$ cat src/rtl/alu_rr_arbiter_if.sv
// Purpose: bundles the request, response, ALU-side and status signals of alu_rr_arbiter.
// Ports:   slave = arbiter view (serves requests, drives the ALU), master = surrounding logic view.
// Request fields are packed per requester: operand i at [8i+7:8i], opcode i at [3i+2:3i].
interface alu_rr_arbiter_if #(
    parameter int NUM_REQ = 4,
    parameter int CNT_W   = 16
);
    localparam int ID_W = $clog2(NUM_REQ);

    logic [NUM_REQ-1:0]   req_valid;
    logic [NUM_REQ-1:0]   req_ready;
    logic [NUM_REQ*8-1:0] req_a;
    logic [NUM_REQ*8-1:0] req_b;
    logic [NUM_REQ*3-1:0] req_op;

    logic                 resp_valid;
    logic                 resp_ready;
    logic [ID_W-1:0]      resp_id;
    logic [8:0]           resp_result;
    logic                 resp_overflow;
    logic                 resp_illegal;

    logic [7:0]           alu_a;
    logic [7:0]           alu_b;
    logic [2:0]           alu_op;
    logic [8:0]           alu_result;
    logic                 alu_overflow;

    logic                 busy;
    logic [CNT_W-1:0]     op_count;

    modport slave (
        input  req_valid, req_a, req_b, req_op, resp_ready, alu_result, alu_overflow,
        output req_ready, resp_valid, resp_id, resp_result, resp_overflow, resp_illegal,
        output alu_a, alu_b, alu_op, busy, op_count
    );

    modport master (
        output req_valid, req_a, req_b, req_op, resp_ready, alu_result, alu_overflow,
        input  req_ready, resp_valid, resp_id, resp_result, resp_overflow, resp_illegal,
        input  alu_a, alu_b, alu_op, busy, op_count
    );
endinterface

$ cat src/rtl/alu_rr_arbiter.sv
// Purpose: shares one registered ALU between NUM_REQ requesters with round-robin grant.
// Latency: request handshake at cycle N -> resp_valid at N+3; one op in flight, grants >= 4 cycles apart.
// Backpressure: resp_ready low holds the response and keeps every req_ready low until accepted.
// Ports: clk, rst_n (synchronous, active-low) plus the alu_rr_arbiter_if slave modport carrying
//        per-requester valid/ready channels, the shared tagged response channel, the ALU drive/return
//        signals, busy and the completed-operation counter.
module alu_rr_arbiter #(
    parameter int NUM_REQ = 4,
    parameter int CNT_W   = 16
) (
    input logic            clk,
    input logic            rst_n,
    alu_rr_arbiter_if.slave bus
);
    localparam int ID_W = $clog2(NUM_REQ);

    localparam logic [1:0] ST_IDLE    = 2'd0;
    localparam logic [1:0] ST_ISSUE   = 2'd1;
    localparam logic [1:0] ST_CAPTURE = 2'd2;
    localparam logic [1:0] ST_RESP    = 2'd3;

    // Opcode parked on the ALU whenever no operation is being issued.
    localparam logic [2:0] OP_PARK = 3'b111;

    logic [1:0]       state_q,         state_d;
    logic [ID_W-1:0]  rr_ptr_q,        rr_ptr_d;
    logic             resp_valid_q,    resp_valid_d;
    logic [ID_W-1:0]  resp_id_q,       resp_id_d;
    logic [8:0]       resp_result_q,   resp_result_d;
    logic             resp_overflow_q, resp_overflow_d;
    logic             resp_illegal_q,  resp_illegal_d;
    logic [7:0]       alu_a_q,         alu_a_d;
    logic [7:0]       alu_b_q,         alu_b_d;
    logic [2:0]       alu_op_q,        alu_op_d;
    logic [CNT_W-1:0] op_count_q,      op_count_d;
    // alu_op is parked during ISSUE, so the illegal flag of the issued op is kept aside.
    logic             illegal_q,       illegal_d;

    logic             grant_vld;
    logic [ID_W-1:0]  grant_id;
    logic [NUM_REQ-1:0] req_ready;

    // (base + off) mod NUM_REQ; base < NUM_REQ and off < NUM_REQ so one subtraction suffices.
    function automatic logic [ID_W-1:0] wrap_add(input logic [ID_W-1:0] base, input int off);
        logic [ID_W:0] s;
        s = {1'b0, base} + (ID_W+1)'(off);
        if (s >= (ID_W+1)'(NUM_REQ)) begin
            s = s - (ID_W+1)'(NUM_REQ);
        end
        return s[ID_W-1:0];
    endfunction

    // Scan from the farthest offset back to rr_ptr so the closest valid requester wins.
    always_comb begin
        grant_vld = 1'b0;
        grant_id  = '0;
        for (int k = NUM_REQ - 1; k >= 0; k--) begin
            if (bus.req_valid[wrap_add(rr_ptr_q, k)]) begin
                grant_vld = 1'b1;
                grant_id  = wrap_add(rr_ptr_q, k);
            end
        end
    end

    always_comb begin
        req_ready = '0;
        if (state_q == ST_IDLE && grant_vld) begin
            req_ready[grant_id] = 1'b1;
        end
    end

    always_comb begin
        state_d         = state_q;
        rr_ptr_d        = rr_ptr_q;
        resp_valid_d    = resp_valid_q;
        resp_id_d       = resp_id_q;
        resp_result_d   = resp_result_q;
        resp_overflow_d = resp_overflow_q;
        resp_illegal_d  = resp_illegal_q;
        alu_a_d         = alu_a_q;
        alu_b_d         = alu_b_q;
        alu_op_d        = alu_op_q;
        op_count_d      = op_count_q;
        illegal_d       = illegal_q;

        case (state_q)
            ST_IDLE: begin
                if (grant_vld) begin
                    alu_a_d   = bus.req_a[grant_id*8 +: 8];
                    alu_b_d   = bus.req_b[grant_id*8 +: 8];
                    alu_op_d  = bus.req_op[grant_id*3 +: 3];
                    illegal_d = (bus.req_op[grant_id*3 +: 3] >= 3'b101);
                    resp_id_d = grant_id;
                    rr_ptr_d  = wrap_add(grant_id, 1);
                    state_d   = ST_ISSUE;
                end
            end
            ST_ISSUE: begin
                // The ALU samples alu_* at this edge; park the opcode afterwards.
                alu_op_d = OP_PARK;
                state_d  = ST_CAPTURE;
            end
            ST_CAPTURE: begin
                resp_result_d   = bus.alu_result;
                resp_overflow_d = bus.alu_overflow;
                resp_illegal_d  = illegal_q;
                resp_valid_d    = 1'b1;
                state_d         = ST_RESP;
            end
            ST_RESP: begin
                if (bus.resp_ready) begin
                    resp_valid_d = 1'b0;
                    op_count_d   = op_count_q + CNT_W'(1);
                    state_d      = ST_IDLE;
                end
            end
            default: begin
                state_d = ST_IDLE;
            end
        endcase
    end

    always_ff @(posedge clk) begin
        if (!rst_n) begin
            state_q         <= ST_IDLE;
            rr_ptr_q        <= '0;
            resp_valid_q    <= 1'b0;
            resp_id_q       <= '0;
            resp_result_q   <= '0;
            resp_overflow_q <= 1'b0;
            resp_illegal_q  <= 1'b0;
            alu_a_q         <= '0;
            alu_b_q         <= '0;
            alu_op_q        <= OP_PARK;
            op_count_q      <= '0;
            illegal_q       <= 1'b0;
        end else begin
            state_q         <= state_d;
            rr_ptr_q        <= rr_ptr_d;
            resp_valid_q    <= resp_valid_d;
            resp_id_q       <= resp_id_d;
            resp_result_q   <= resp_result_d;
            resp_overflow_q <= resp_overflow_d;
            resp_illegal_q  <= resp_illegal_d;
            alu_a_q         <= alu_a_d;
            alu_b_q         <= alu_b_d;
            alu_op_q        <= alu_op_d;
            op_count_q      <= op_count_d;
            illegal_q       <= illegal_d;
        end
    end

    assign bus.req_ready     = req_ready;
    assign bus.busy          = (state_q != ST_IDLE);
    assign bus.resp_valid    = resp_valid_q;
    assign bus.resp_id       = resp_id_q;
    assign bus.resp_result   = resp_result_q;
    assign bus.resp_overflow = resp_overflow_q;
    assign bus.resp_illegal  = resp_illegal_q;
    assign bus.alu_a         = alu_a_q;
    assign bus.alu_b         = alu_b_q;
    assign bus.alu_op        = alu_op_q;
    assign bus.op_count      = op_count_q;
endmodule

$ cat src/flat_wrapper.sv
// flat-port wrapper written by rule: the top's interface ports become plain ports
module alu_rr_arbiter_flat 
#(
    parameter int NUM_REQ = 4,
    parameter int CNT_W   = 16
)
  (clk, rst_n, bus_req_valid, bus_req_a, bus_req_b, bus_req_op, bus_resp_ready, bus_alu_result, bus_alu_overflow, bus_req_ready, bus_resp_valid, bus_resp_id, bus_resp_result, bus_resp_overflow, bus_resp_illegal, bus_alu_a, bus_alu_b, bus_alu_op, bus_busy, bus_op_count);
  alu_rr_arbiter_if #(.NUM_REQ(NUM_REQ), .CNT_W(CNT_W)) bus_i ();
  input logic clk;
  input logic rst_n;
  input wire logic [$bits(bus_i.req_valid)-1:0] bus_req_valid;
  input wire logic [$bits(bus_i.req_a)-1:0] bus_req_a;
  input wire logic [$bits(bus_i.req_b)-1:0] bus_req_b;
  input wire logic [$bits(bus_i.req_op)-1:0] bus_req_op;
  input wire logic [$bits(bus_i.resp_ready)-1:0] bus_resp_ready;
  input wire logic [$bits(bus_i.alu_result)-1:0] bus_alu_result;
  input wire logic [$bits(bus_i.alu_overflow)-1:0] bus_alu_overflow;
  output wire logic [$bits(bus_i.req_ready)-1:0] bus_req_ready;
  output wire logic [$bits(bus_i.resp_valid)-1:0] bus_resp_valid;
  output wire logic [$bits(bus_i.resp_id)-1:0] bus_resp_id;
  output wire logic [$bits(bus_i.resp_result)-1:0] bus_resp_result;
  output wire logic [$bits(bus_i.resp_overflow)-1:0] bus_resp_overflow;
  output wire logic [$bits(bus_i.resp_illegal)-1:0] bus_resp_illegal;
  output wire logic [$bits(bus_i.alu_a)-1:0] bus_alu_a;
  output wire logic [$bits(bus_i.alu_b)-1:0] bus_alu_b;
  output wire logic [$bits(bus_i.alu_op)-1:0] bus_alu_op;
  output wire logic [$bits(bus_i.busy)-1:0] bus_busy;
  output wire logic [$bits(bus_i.op_count)-1:0] bus_op_count;
  assign bus_i.req_valid = bus_req_valid;
  assign bus_i.req_a = bus_req_a;
  assign bus_i.req_b = bus_req_b;
  assign bus_i.req_op = bus_req_op;
  assign bus_i.resp_ready = bus_resp_ready;
  assign bus_i.alu_result = bus_alu_result;
  assign bus_i.alu_overflow = bus_alu_overflow;
  assign bus_req_ready = bus_i.req_ready;
  assign bus_resp_valid = bus_i.resp_valid;
  assign bus_resp_id = bus_i.resp_id;
  assign bus_resp_result = bus_i.resp_result;
  assign bus_resp_overflow = bus_i.resp_overflow;
  assign bus_resp_illegal = bus_i.resp_illegal;
  assign bus_alu_a = bus_i.alu_a;
  assign bus_alu_b = bus_i.alu_b;
  assign bus_alu_op = bus_i.alu_op;
  assign bus_busy = bus_i.busy;
  assign bus_op_count = bus_i.op_count;
  alu_rr_arbiter #(.NUM_REQ(NUM_REQ), .CNT_W(CNT_W)) u_core (.clk(clk), .rst_n(rst_n), .bus(bus_i));
endmodule
$ cat config.mk
export PLATFORM = sky130hd
export DESIGN_NAME = alu_rr_arbiter_flat
export DESIGN_NICKNAME = d
export VERILOG_FILES = /design/src/rtl/alu_rr_arbiter_if.sv /design/src/rtl/alu_rr_arbiter.sv /design/src/flat_wrapper.sv
export SDC_FILE = /design/constraint.sdc
export NUM_CORES = 1
export LEC_CHECK = 0
export ABC_AREA = 1
export ABC_CLOCK_PERIOD_IN_PS = 4700
export BUFFER_PORTS_ARGS = -buffer_cell sky130_fd_sc_hd__buf_2
export CORE_MARGIN = 4
export CORE_UTILIZATION = 30
export CTS_CLUSTER_SIZE = 12
export DETAILED_ROUTE_END_ITERATION = 6
export GPL_ROUTABILITY_DRIVEN = 0
export PLACE_DENSITY_LB_ADDON = 0.2
export SKIP_CTS_REPAIR_TIMING = 1
export SLEW_MARGIN = 10
export SYNTH_ARGS = -nofsm -noshare
export SYNTH_HDL_FRONTEND = slang
export SYNTH_SLANG_ARGS = --single-unit
$ cat constraint.sdc
create_clock -name clk -period 4.7 [get_ports clk]
set_clock_uncertainty 0.1 [all_clocks]
set_input_delay 0.94 -clock clk [delete_from_list [all_inputs] [get_ports clk]]
set_output_delay 0.94 -clock clk [all_outputs]
set_load 0.03 [all_outputs]
==> flow_summary.yaml, run 1 <==
status:
  status: "completed"
routing:
  via_per_inst: 4.52
  met3_length_um: 1000
  highest_layer: "met5"
  drtIter0Drc: 197
  wl_met2_um: 4050
  met1Wirelength_um: 4040
  antenna_left: 0
  wl_um: 9270
  firstDrtPassIters: 5
  num_vias: 3471
  wl_per_cell_um: 12.1
  drcViolationCount: 0
pwr:
  p_sw_w: 0.00162
  power.internal_w: 0.00134
  peakVddDrop_v: 0.000229
  seqPwrFrac: 0.224
  leakage_nw: 2.18
  sw_frac_of_total: 0.548
  pwr-share-comb: 0.669
  power.share.clock: 0.107
  power_density_nw_per_um2: 733
  total_power_w: 0.00295
worst_setup_path:
  crit_fanout: 25
  path_class: "in -> out"
  endpoint_kind: "primary output"
  cp.required_ns: 3.66
  crit_arrival_ns: 2.83
  start_kind: "input pin"
global_route:
  grt_usage: 0.148
  grt_max_degree: 42
  grt_pass1_vias: 3111
  overflow: 0
  grt_pass1_wl_um: 14500
  grt_antenna_before_repair: 3
synthesis:
  synth_edf_count: 0
  post-synth-top-area-cell: "dfxtp_1"
  netlist_instances: 495
  avgSynthCellArea_um2: 6.32
  synthTopCellsByArea: "dfxtp_1 (35%), nand2_1 (10%), nor2_1 (9.8%)"
  synth_seq_cells: 54
  yosysMostFrequentCell: "nand2_1"
  synthArstFlopShare: 0
  yosys-top-cells-count: "nand2_1 (87), nor2_1 (82), inv_1 (77)"
  syn_nets: 597
  ys_warn_count: 0
  syn_area_um2: 3130
  seq_area_frac_synth: 0.345
  synthFlopType: "dfxtp_1"
  yosys.area.top_type_share: 0.345
  synth.distinct_cells: 31
clocking:
  cts_tree: "built"
  clock_latency_ns: 0.30
  cts_max_level: 2
  cts.sinks: 54
  clockRootBuffer: "clkbuf_8"
  clk_path_buf_depth: 2
  cts_buffers: 5
  clkTransAtPathRegs_ns: 0.10
sta:
  slew_viol_final: 0
  slew_headroom: 0.515
  fin_crit_sh: 0.824
  finalHoldViolations: 0
  setup_tns_ns: 0
  rsz0062_at_grt: "false"
  fmax_mhz: 258
  worst_slew_pin_slew_ns: 0.727
  fin_crit_ns: 3.87
  finalSetupViolCount: 0
run:
  cap_violations: 0
layout:
  drive_above_1_share: 0.267
  final_area_um2: 4030
  antenna_cells: 0
  areaGrowthSynthToFinish_pct: 28.7
  fin_nets: 733
  fillerInstances: 1117
  stdcell_count: 768
placed_design:
  port_buffers: 146
  placed_cell_area_um2: 3920
  dpl.hpwl_um: 7090
  dp_cells: 760
die:
  coreArea_um2: 10200
  die_y_um: 110
  io_pins: 147
  placementRows: 37
  die_area_um2: 12100
  die_w_um: 110
  start_util: 0.306
hold_path:
  worst_hold_path_type: "reg -> reg"
==> worst paths after layout <==
check                           from                       to  cells after the start  slack (ns)
max                 bus_req_valid[0]         bus_req_ready[3]                     15        0.83
min          u_core.bus.op_count[14]  u_core.bus.op_count[14]                      2        0.39
max reg2reg       u_core.rr_ptr_q[0]      u_core.bus.alu_a[2]                     13        2.07
min reg2reg  u_core.bus.op_count[14]  u_core.bus.op_count[14]                      2        0.39
==> worst max-delay path, stage by stage <==
cell,delay [ns]
buf_2,0.09
nand2_1,0.05
nand2_1,0.11
nand2_2,0.07
nand2_2,0.11
inv_2,0.05
nand2_1,0.06
nand2_1,0.06
nand2_2,0.11
nand2_2,0.27
inv_2,0.39
ha_1,0.21
inv_1,0.04
nor2_1,0.08
buf_2,0.20
==> area by class of cell <==
cell class	count	area, um2	share of cell area
clock buffers	6	72.6	0.0180
well taps	136	170	0.0422
multi-input cells	339	1610	0.398
inverters	83	317	0.0786
repair buffers	148	746	0.185
clock inverters	2	37.5	0.00932
flip-flops and latches	54	1080	0.268
==> cell usage in the layout, fill, tap and decap left out <==
cell        count
a211oi_1        1
a21oi_1        23
a31oi_1         1
buf_2         146
buf_4           2
bufinv_16       1
clkbuf_1        1
clkbuf_8        5
clkinvlp_4      1
dfxtp_1        54
ha_1            9
inv_1          77
inv_2           5
inv_6           1
nand2_1        87
nand2_2         6
nand3_1        25
nand3b_1        1
nand4_1         3
nor2_1         82
nor3_1          8
nor4_1          1
o211ai_1        2
o21a_1          2
o21ai_0        44
o21ai_1        37
o21ai_4         1
o22ai_1         1
or2_1           2
or2_2           1
xnor2_1         1
xor2_1          1
==> routing by layer <==
metal  global-route usage  up-vias
met5                    0        -
met4               0.0369        6
met3               0.0472       16
met2                0.245      140
met1                0.188     1480
li1                     -     1829
==> state kept, by name, summed over array words and instances (netlist names) <==
register / count
u_core.bus.op_count: 16
u_core.bus.resp_result: 9
u_core.bus.alu_a: 8
u_core.bus.alu_b: 8
u_core.bus.alu_op: 3
u_core.bus.resp_id: 2
u_core.rr_ptr_q: 2
u_core.state_q: 2
u_core.bus.resp_illegal: 1
u_core.bus.resp_overflow: 1
u_core.bus.resp_valid: 1
u_core.illegal_q: 1
==> through the flow <==
| stage | worst slack (ns) | hold slack, ns | util |
|---|---|---|---|
| 2_1_floorplan | 1.19 | 0.350 | - |
| 3_3_place_gp | 0.896 | 0.363 | 0.383 |
| 3_5_place_dp | 0.834 | 0.373 | 0.383 |
| 4_1_cts | 0.831 | 0.393 | 0.394 |
| 5_1_grt | 0.582 | 0.420 | 0.394 |
| 6_report | 0.828 | 0.389 | 0.394 |
==> cell families after synthesis <==
family | share of synthesized area
AO/OA/AOI/OAI | 0.188
XOR/XNOR | 0.00560
adder cells (fa/ha/maj) | 0.0360
buffers and inverters | 0.142
flip-flops | 0.345
AND/OR/NAND/NOR | 0.284
==> power groups by stage <==
stage          Sequential (W)  Clock [W]  Combinational, W
6_report             0.000661   0.000316           0.00198
5_1_grt              0.000677   0.000352           0.00225
4_1_cts              0.000662   0.000333           0.00200
3_5_place_dp         0.000670          0           0.00200
3_3_place_gp         0.000668          0           0.00196
2_1_floorplan        0.000849          0           0.00144
(Power assumes the default switching activity.)
==> run 2: changes to the inputs <==
ABC_CLOCK_PERIOD_IN_PS = 3500   (was 4700)
clock period = 3.5 ns   (was 4.7 ns; I/O delays follow)
==> run 2 against run 1 <==
Clock power rose by 34%. Critical path depth fell by 2. Combinational power rose by 36%. Via count fell by 0.37%. Critical path type is now reg -> out.
==> flow_summary.yaml, run 2 (synthesized netlist as in run 1, its figures left out) <==
clocking:
  clockRootBuffer: "clkbuf_8"
  cts_tree: "built"
  cts.sinks: 54
  clkTransAtPathRegs_ns: 0.11
  cts_buffers: 5
  clk_path_buf_depth: 2
  cts_max_level: 2
  clock_latency_ns: 0.30
worst_setup_path:
  path_class: "reg -> out"
  endpoint_kind: "primary output"
  reg2reg_slack_ns: 0.80
  cp.required_ns: 2.70
  start_kind: "flip-flop"
  crit_fanout: 19
  crit_arrival_ns: 2.41
die:
  io_pins: 147
  coreArea_um2: 10200
  die_area_um2: 12100
  start_util: 0.306
  placementRows: 37
  die_y_um: 110
  die_w_um: 110
layout:
  final_area_um2: 4060
  final_common_cell: "buf_2"
  fin_nets: 737
  antenna_cells: 0
  drive_above_1_share: 0.272
  areaGrowthSynthToFinish_pct: 29.7
  fin_util: 0.397
  layout_common_cells: "buf_2 (146), nand2_1 (87), nor2_1 (82)"
  largest_register_ffs: 16
routing:
  num_vias: 3458
  firstDrtPassIters: 4
  antenna_left: 0
  wl_um: 9360
  wl_per_cell_um: 12.1
  drcViolationCount: 0
  drtIter0Drc: 135
  via_per_inst: 4.48
global_route:
  grt_usage: 0.147
  grt_pass1_vias: 3167
  grt_max_degree: 41
  grt_pass1_wl_um: 14300
  grt_antenna_before_repair: 2
  overflow: 0
sta:
  timing.final.ws_setup_ns: 0.287
  finalHoldViolations: 0
  fin_crit_sh: 0.918
  setup_tns_ns: 0
  fmax_mhz: 311
  slew_viol_final: 0
  worst_slew_pin_slew_ns: 0.559
  slew_headroom: 0.626
  finalSetupViolCount: 0
  rsz0062_at_grt: "false"
  fin_crit_ns: 3.21
  holdWs_ns: 0.384
placed_design:
  placed_cell_area_um2: 3950
  port_buffers: 146
  dpl.hpwl_um: 7300
  dp_slack_ns: 0.389
status:
  status: "completed"
pwr:
  leakage_nw: 2.20
  peakVddDrop_v: 0.000339
  power_density_nw_per_um2: 989
hold_path:
  worst_hold_path_type: "reg -> reg"
run:
  cap_violations: 0
-- run 2: power by group --
| group | internal, W | leakage, nW | switching (W) |
|---|---|---|---|
| Clock | 0.000214 | 0.0514 | 0.000209 |
| Combinational | 0.000844 | 1.70 | 0.00186 |
| Sequential | 0.000786 | 0.443 | 0.000102 |
| Total | 0.00184 | 2.20 | 0.00217 |
-- run 2: worst paths after layout --
| check | endpoint | start | depth (start not counted) |
|---|---|---|---|
| worst max-delay path | bus_req_ready[3] | u_core.rr_ptr_q[0] | 13 |
| worst min-delay path | u_core.bus.op_count[14] | u_core.bus.op_count[14] | 2 |
| worst max register to register | u_core.bus.alu_a[4] | u_core.rr_ptr_q[0] | 12 |
| worst min register to register | u_core.bus.op_count[14] | u_core.bus.op_count[14] | 2 |
-- run 2: through the flow --
stage / power (W) / instances
after floorplan: 0.00308 / 495
after global placement: 0.00359 / 764
after global routing: 0.00447 / 772
final: 0.00402 / 772
after CTS: 0.00408 / 772
after detailed placement: 0.00364 / 764
-- run 2: layout make-up --
cell class | count | area (um2)
inverter | 83 | 317
clock buffer | 6 | 72.6
timing repair buffer | 152 | 776
sequential | 54 | 1080
fill | 1141 | 6170
clock inverter | 2 | 37.5
tap | 136 | 170
multi-input combinational | 339 | 1610
-- run 2: worst max-delay path, cell delays in order (launching register included) --
cell	delay, ns
dfxtp_1	0.55
inv_6	0.09
nand2_1	0.07
nand2_1	0.08
nand2_2	0.09
nand2_2	0.08
inv_2	0.06
nand2_1	0.08
o21ai_4	0.27
inv_2	0.20
ha_1	0.25
inv_1	0.05
nor2_1	0.04
buf_2	0.20
-- run 2: metal layers --
metal	global-route usage	wire length, um	vias up
met4	0.0264	44	4
li1	-	-	1836
met5	0	27	-
met1	0.170	3990	1500
met3	0.0530	996	6
met2	0.261	4300	112
==> run 3: changes to the inputs <==
ABC_CLOCK_PERIOD_IN_PS = default   (was 3500)
BUFFER_PORTS_ARGS = -buffer_cell sky130_fd_sc_hd__clkbuf_2   (was -buffer_cell sky130_fd_sc_hd__buf_2)
clock period = 3.78 ns   (was 3.5 ns; I/O delays follow)
==> run 3 against run 2 <==
Flip-flop and latch count is the same. Critical path depth unchanged. First-iteration DRC count rose by 5.2%. Global-route usage is 0.25 points higher. Combinational power down 8.1%. Cell area is the same. Utilization did not move. Die area unchanged. Cell count shrank 0.13%. Power down 7.4%. Hold slack better by 0.0041 ns.
==> flow_summary.yaml, run 3 (synthesized netlist as in run 1, its figures left out) <==
hold_path:
  whs_endpoint: "u_core.bus.op_count[14]"
  worst_hold_path_type: "reg -> reg"
  min_from: "u_core.bus.op_count[14]"
  hold_depth: 2
worst_setup_path:
  crit_fanout: 19
  cp_slowest_cell: "dfxtp_1"
  r2r_cells: 15
  cp.required_ns: 2.92
  start_kind: "flip-flop"
  crit_chain: "inv_6, nand2_1, nand2_1, nand2_2, nand2_2, inv_2, nand2_1, o21ai_4, inv_2, ha_1, inv_1, nor2_1, clkbuf_2"
  endpoint_kind: "primary output"
  reg2reg_slack_ns: 1.08
  r2r_end: "u_core.bus.alu_b[1]"
  r2r_start: "u_core.rr_ptr_q[0]"
  path_class: "reg -> out"
  crit_arrival_ns: 2.41
  cp_common_cell: "nand2_1"
  crit_path_max_incr_delay_ns: 0.56
routing:
  via_per_inst: 4.44
  firstDrtPassIters: 4
  antenna_left: 0
  wl_um: 9180
  drtIter0Drc: 142
  wl_per_cell_um: 11.9
  num_vias: 3424
  drcViolationCount: 0
clocking:
  cts_max_level: 2
  clockRootBuffer: "clkbuf_8"
  clock_latency_ns: 0.31
  cts_buffers: 5
  clkTransAtPathRegs_ns: 0.11
  cts_tree: "built"
  clk_path_buf_depth: 2
  cts.sinks: 54
sta:
  worst_slew_pin_slew_ns: 0.548
  fin_crit_sh: 0.863
  finalSetupViolCount: 0
  slew_headroom: 0.633
  timing.final.ws_setup_ns: 0.519
  setup_tns_ns: 0
  finalHoldViolations: 0
  slew_viol_final: 0
  rsz0062_at_grt: "false"
  fmax_mhz: 307
  fin_crit_ns: 3.26
global_route:
  grt_pass1_wl_um: 14500
  overflow: 0
  grt_max_degree: 42
  grt_antenna_before_repair: 0
  met1_usage: 0.176
  met3_usage: 0.0559
  globalRouteMet2Util: 0.257
  grt-busiest-layer: "met2"
  grt_pass1_vias: 3227
  grt_usage: 0.149
pwr:
  total_power_w: 0.00372
  power_density_nw_per_um2: 916
  leakage_nw: 2.18
  peakVddDrop_v: 0.000422
die:
  coreArea_um2: 10200
  die_w_um: 110
  start_util: 0.306
  placementRows: 37
  io_pins: 147
  die_y_um: 110
  die_area_um2: 12100
layout:
  layout_common_cells: "clkbuf_2 (146), nand2_1 (87), nor2_1 (82)"
  largest_register_ffs: 16
  final_common_cell: "clkbuf_2"
  drive_above_1_share: 0.272
  final_area_um2: 4060
  antenna_cells: 0
  fin_nets: 736
  fin_util: 0.397
  areaGrowthSynthToFinish_pct: 29.7
placed_design:
  dpl.hpwl_um: 7280
  placed_cell_area_um2: 3940
  dp_slack_ns: 0.598
  port_buffers: 146
run:
  cap_violations: 0
status:
  status: "completed"
[run 3: cell types whose count changed in the layout (fill, tap and decap cells not counted)]
| cell | previous run | this run |
|---|---|---|
| buf_2 | 146 | 0 |
| clkbuf_1 | 1 | 0 |
| inv_8 | 0 | 1 |
| clkbuf_2 | 0 | 146 |
| buf_4 | 6 | 5 |
[run 3: layout make-up]
| cell class | count | area, um2 |
|---|---|---|
| fillers | 1140 | 6170 |
| multi-input cells | 339 | 1610 |
| flip-flops and latches | 54 | 1080 |
| repair buffers | 151 | 768 |
| inverters | 83 | 317 |
| well taps | 136 | 170 |
| clock buffers | 5 | 68.8 |
| clock inverters | 3 | 48.8 |
[run 3: critical path: cells and delay by family (launching register included)]
kind / cells / cell delay [ns]
buf+inv: 5 / 0.59
flops: 1 / 0.56
simple gates: 6 / 0.43
compound gates: 1 / 0.27
fa+ha+maj: 1 / 0.24
[run 3: power by group]
part | internal (W) | switching, W | leakage, nW
registers | 0.000728 | 0.000103 | 0.443
logic | 0.000766 | 0.00171 | 1.69
clock network | 0.000202 | 0.000205 | 0.0563
total | 0.00170 | 0.00202 | 2.18
[run 3: metrics by stage]
| stage | std cells | hold slack (ns) |
|---|---|---|
| 6_report | 771 | 0.389 |
| 5_1_grt | 771 | 0.421 |
| 4_1_cts | 771 | 0.394 |
| 3_5_place_dp | 763 | 0.377 |
| 3_3_place_gp | 763 | 0.366 |
| 2_1_floorplan | 495 | 0.350 |
[run 3: how the worst max path moves through the flow]
stage	start	to	slack, ns	cells after the start
6_report	u_core.rr_ptr_q[0]	bus_req_ready[3]	0.52	13
2_1_floorplan	bus_req_valid[1]	bus_req_ready[0]	0.64	14
3_5_place_dp	bus_req_valid[2]	bus_req_ready[3]	0.60	11
5_1_grt	u_core.rr_ptr_q[0]	bus_req_ready[3]	0.30	13
4_1_cts	u_core.rr_ptr_q[0]	bus_req_ready[3]	0.50	13
3_3_place_gp	bus_req_valid[2]	bus_req_ready[3]	0.65	11
[run 3: metal layers]
layer  share of wire  wire length, um
met5               0                0
met4          0.0074               68
met3            0.11              967
met2            0.45             4140
met1            0.44             4000
